### src/rtl/shift_sequencer.sv
// Command-driven 8-bit pattern shift register with a prescaler and rotate/bounce modes.
// Accepts LOAD/RUN/STOP/STEP over valid/ready; out and tick_out are registered.
module shift_sequencer #(
  parameter int unsigned       WIDTH         = 8,
  parameter int unsigned       PRESCALE_W    = 16,
  parameter logic [WIDTH-1:0]  RESET_PATTERN = 8'h80
) (
  input  logic                  clock,
  input  logic                  reset,
  input  logic                  cmd_valid,
  output logic                  cmd_ready,
  input  logic [1:0]            cmd_op,
  input  logic [WIDTH-1:0]      cmd_data,
  input  logic                  cfg_dir,
  input  logic                  cfg_mode,
  input  logic [PRESCALE_W-1:0] cfg_period,
  output logic [WIDTH-1:0]      out,
  output logic                  busy,
  output logic                  tick_out
);

  typedef enum logic [1:0] {StIdle, StRun, StStep} state_e;

  localparam logic [1:0] OpLoad = 2'd0;
  localparam logic [1:0] OpRun  = 2'd1;
  localparam logic [1:0] OpStop = 2'd2;
  localparam logic [1:0] OpStep = 2'd3;

  state_e                  state_q, state_d;
  logic [WIDTH-1:0]        out_q, out_d;
  logic                    dir_q, dir_d;
  logic [PRESCALE_W-1:0]   cnt_q, cnt_d;
  logic                    tick_q, tick_d;

  logic [WIDTH-1:0]        shift_pat;
  logic                    shift_dir;
  logic                    accept;

  assign cmd_ready = (state_q != StStep);
  assign busy      = (state_q != StIdle);
  assign out       = out_q;
  assign tick_out  = tick_q;
  assign accept    = cmd_valid && cmd_ready;

  // Candidate pattern/direction if a shift happens this edge; mode is sampled live.
  always_comb begin
    shift_pat = out_q;
    shift_dir = dir_q;
    if (!cfg_mode) begin
      if (dir_q) shift_pat = {out_q[WIDTH-2:0], out_q[WIDTH-1]};
      else       shift_pat = {out_q[0], out_q[WIDTH-1:1]};
    end else if (dir_q) begin
      if (out_q[WIDTH-1]) begin
        shift_dir = 1'b0;
        shift_pat = out_q >> 1;
      end else begin
        shift_pat = out_q << 1;
      end
    end else begin
      if (out_q[0]) begin
        shift_dir = 1'b1;
        shift_pat = out_q << 1;
      end else begin
        shift_pat = out_q >> 1;
      end
    end
  end

  // An accepted command always pre-empts a shift that is due on the same edge.
  always_comb begin
    state_d = state_q;
    out_d   = out_q;
    dir_d   = dir_q;
    cnt_d   = cnt_q;
    tick_d  = 1'b0;
    if (accept) begin
      unique case (cmd_op)
        OpLoad: begin
          out_d = cmd_data;
          dir_d = cfg_dir;
          cnt_d = '0;
        end
        OpRun: begin
          state_d = StRun;
          dir_d   = cfg_dir;
          cnt_d   = '0;
        end
        OpStop: begin
          state_d = StIdle;
          cnt_d   = '0;
        end
        OpStep: begin
          if (state_q == StIdle) state_d = StStep;
        end
        default: ;
      endcase
    end else if (state_q == StStep) begin
      out_d   = shift_pat;
      dir_d   = shift_dir;
      tick_d  = 1'b1;
      state_d = StIdle;
    end else if (state_q == StRun) begin
      if (cnt_q >= cfg_period) begin
        out_d  = shift_pat;
        dir_d  = shift_dir;
        tick_d = 1'b1;
        cnt_d  = '0;
      end else begin
        cnt_d = cnt_q + PRESCALE_W'(1);
      end
    end
  end

  always_ff @(posedge clock or negedge reset) begin
    if (!reset) begin
      state_q <= StIdle;
      out_q   <= RESET_PATTERN;
      dir_q   <= 1'b0;
      cnt_q   <= '0;
      tick_q  <= 1'b0;
    end else begin
      state_q <= state_d;
      out_q   <= out_d;
      dir_q   <= dir_d;
      cnt_q   <= cnt_d;
      tick_q  <= tick_d;
    end
  end

endmodule

### config.mk
export PLATFORM = sky130hd
export DESIGN_NAME = shift_sequencer
export DESIGN_NICKNAME = d
export VERILOG_FILES = /design/src/rtl/shift_sequencer.sv
export SDC_FILE = /design/constraint.sdc
export NUM_CORES = 1
export LEC_CHECK = 0
export BUFFER_PORTS_ARGS = -buffer_cell sky130_fd_sc_hd__buf_2
export CAP_MARGIN = 0
export CELL_PAD_IN_SITES_DETAIL_PLACEMENT = 0
export CELL_PAD_IN_SITES_GLOBAL_PLACEMENT = 1
export CORE_AREA = 3 3 71 87
export DETAILED_ROUTE_END_ITERATION = 8
export DIE_AREA = 0 0 74 90
export PLACE_DENSITY = 0.78
export SLEW_MARGIN = 10
export SYNTH_ARGS = -nofsm -noshare
export SYNTH_HDL_FRONTEND = slang
export SYNTH_SLANG_ARGS = --single-unit
### constraint.sdc
create_clock -name clock -period 4.34 [get_ports clock]
set_input_delay 0.217 -clock clock [delete_from_list [all_inputs] [get_ports clock]]
set_output_delay 0.217 -clock clock [all_outputs]
set_load 0.03 [all_outputs]
==> flow_summary.toml <==
[timing]
fin_ws_ns = 1.43
slew_headroom = 0.437
worst_slew_pin_slew_ns = 0.837
finalHoldViolCount = 0
rsz0062_at_grt = "no"
setup_viol = 0
fin_skew_ns = 0.0127
max_freq_mhz = 344
fin_tns_setup_ns = 0
period_share = 0.671
worst_hold_slack_ns = 0.203
fin_crit_ns = 2.91
slew_violations = 0

[cts]
clock_latency_ns = 0.28
cts_buffers = 3
clockRootBuffer = "clkbuf_8"
clk_pin_slew_ns = 0.10
cts_sinks = 28
cts_max_path_buffers = 2
post-cts-setup-buffers = 0
cts_tree = "done"
htreeDepth = 1

[final_layout]
fillers = 549
antennaDiodeCount = 0
drive_above_1_share = 0.218
fin_nets = 333
area_growth_pct = 14.1
final_cells = 346

[critical_path]
rrSetupSlack_ns = 1.43
r2r_cells = 8
path_class = "reg2reg"
arrival_ns = 3.12
crit_start = "cnt_q[0]"
required_ns = 4.55
worstPathMaxFanout = 10
start_kind = "flop"
r2r-end = "cnt_q[2]"
endpoint_kind = "flop"
crit_path_end = "cnt_q[2]"
reg2reg_from = "cnt_q[0]"

[detailed_routing]
first_iter_violations = 62
ant_nets = 0
first_pass_iters = 4
via_count = 1929
drcViolationCount = 0
via_per_inst = 5.58
routed_wl_um = 5200
wire_per_inst_um = 15.0

[global_routing]
grt_max_degree = 29
grt_pass1_vias = 1807
overflow = 0
antenna_found_initial = 0
grt_pass1_wl_um = 8590
grtUsageTotal = 0.160

[floorplanning]
die_w_um = 74
fp.dieH_um = 90
rows = 29
die-area_sq_um = 6660
initial_core_util = 0.404
coreArea_sq_um = 5330
io_pins = 42

[place]
dp.cells = 341
place_hpwl_um = 3920
dpl_worst_slack_ns = 1.43
io_buffers = 41
gp_congestion = 0.799

[power]
p_leak_nw = 1.23
pwr-share-clk = 0.167
vdd_drop_max_mv = 0.198
swShare = 0.426
p_sw_uw = 416
p_int_uw = 562
p_total_uw = 978
p_seq_frac = 0.412
power.density_nw_per_um2 = 398
power_frac_comb = 0.421

[synthesis]
synthTopCellsByCount = "dfrtp_1, nand2_1, inv_1"
synth_ff_type = "dfrtp_1"
synth_area_leaders = "dfrtp_1, ha_1, nand2_1"
ys.warnings.count = 0
yosys.area.top_type_share = 0.314
synth_top_cell_by_area = "dfrtp_1"
syn_area_per_cell_sq_um = 8.68
async_reset_ff_frac = 1.00
synth-edff-count = 0
synth_cells = 248
syn_nets = 296
ys_ff_latch = 28
seq_area_frac_synth = 0.326
ys_types = 52
synth_area_sq_um = 2150

[status]
status = "completed"

[job]
maxCapViolCount = 0

[hold_path]
worstHoldPathType = "in2reg"
-- registers in the layout (all words and copies together), names as in the netlist --
| name | count |
|---|---|
| state_q | 2 |
| tick_out | 1 |
| cnt_q | 16 |
| dir_q | 1 |
| out | 8 |
-- how the worst min path moves through the flow --
stage | startpoint | end | depth (start not counted) | slack [ns]
5_1_grt | cmd_op[0] | state_q[0] | 3 | 0.21
3_5_place_dp | reset | dir_q | 1 | 0.28
3_3_place_gp | reset | dir_q | 1 | 0.28
2_1_floorplan | reset | cnt_q[0] | 0 | -0.08
6_report | cmd_op[0] | state_q[0] | 3 | 0.20
4_1_cts | cmd_op[0] | state_q[0] | 3 | 0.20
-- metal layers --
layer	part of all wire	track usage	vias to the layer above	routed length, um
met5	0	0	-	0
met4	0.011	0.0423	0	57
met3	0.039	0.0167	6	201
met2	0.51	0.268	38	2630
met1	0.44	0.215	912	2310
li1	-	-	973	-
-- power by group through the flow --
stage,Sequential [mW],Clock (mW),Combinational [mW]
floorplan,0.444,0,0.257
global placement,0.406,0,0.406
detailed placement,0.407,0,0.412
CTS,0.403,0.169,0.415
global route,0.415,0.176,0.456
finish,0.403,0.163,0.412
-- cell families (layout without fill, tap and decap cells) --
logic type | count (synthesis) | count (layout) | share of synthesized area
and+or+nand+nor | 78 | 78 | 0.193
buffers and inverters | 36 | 72 | 0.0680
AOI/OAI and AO/OA | 75 | 75 | 0.249
xor gates and xnor gates | 5 | 5 | 0.0203
adders and majority gates | 17 | 17 | 0.0988
muxes | 9 | 9 | 0.0447
DFF | 28 | 28 | 0.326
-- metrics by stage --
| step | instance area (sq um) | utilization |
|---|---|---|
| floorplan | 2150 | - |
| global placement | 2390 | 0.448 |
| detailed placement | 2390 | 0.448 |
| CTS | 2460 | 0.460 |
| global route | 2460 | 0.460 |
| finish | 2460 | 0.460 |
-- cell usage in the layout (no fill, tap or decap), drive strengths merged, types with 5 or more instances in the layout --
cell type,count
dfrtp,27
nor2,11
buf,42
nor3,6
nand2,27
a21oi,16
ha,17
a22o,6
o21ai,21
nand3,8
a31oi,7
inv,25
mux2,5
-- critical path, stage by stage, from the launching register on --
cell,delay [ns]
dfrtp_1,0.41
inv_1,0.09
ha_1,0.22
nand2b_1,0.14
a2111oi_0,0.65
a2111oi_2,0.12
or4_1,0.79
nor2_8,0.25
a22o_1,0.17
-- final cells by class --
cell class                      instances  area [sq um]  share of cell area
Tap cell                               62          77.6              0.0316
Timing Repair Buffer                   43           223              0.0907
Inverter                               25          93.8              0.0382
Sequential cell                        28           702               0.286
Clock buffer                            4          55.1              0.0224
Multi-Input combinational cell        184          1310               0.531
-- what timing repair did --
| item | in CTS | in global routing |
|---|---|---|
| gates resized for setup | 0 | 0 |
| endpoints found under the hold margin | 27 | 0 |
| hold buffers | 1 | 0 |
Power figures use the tool's default switching activity.
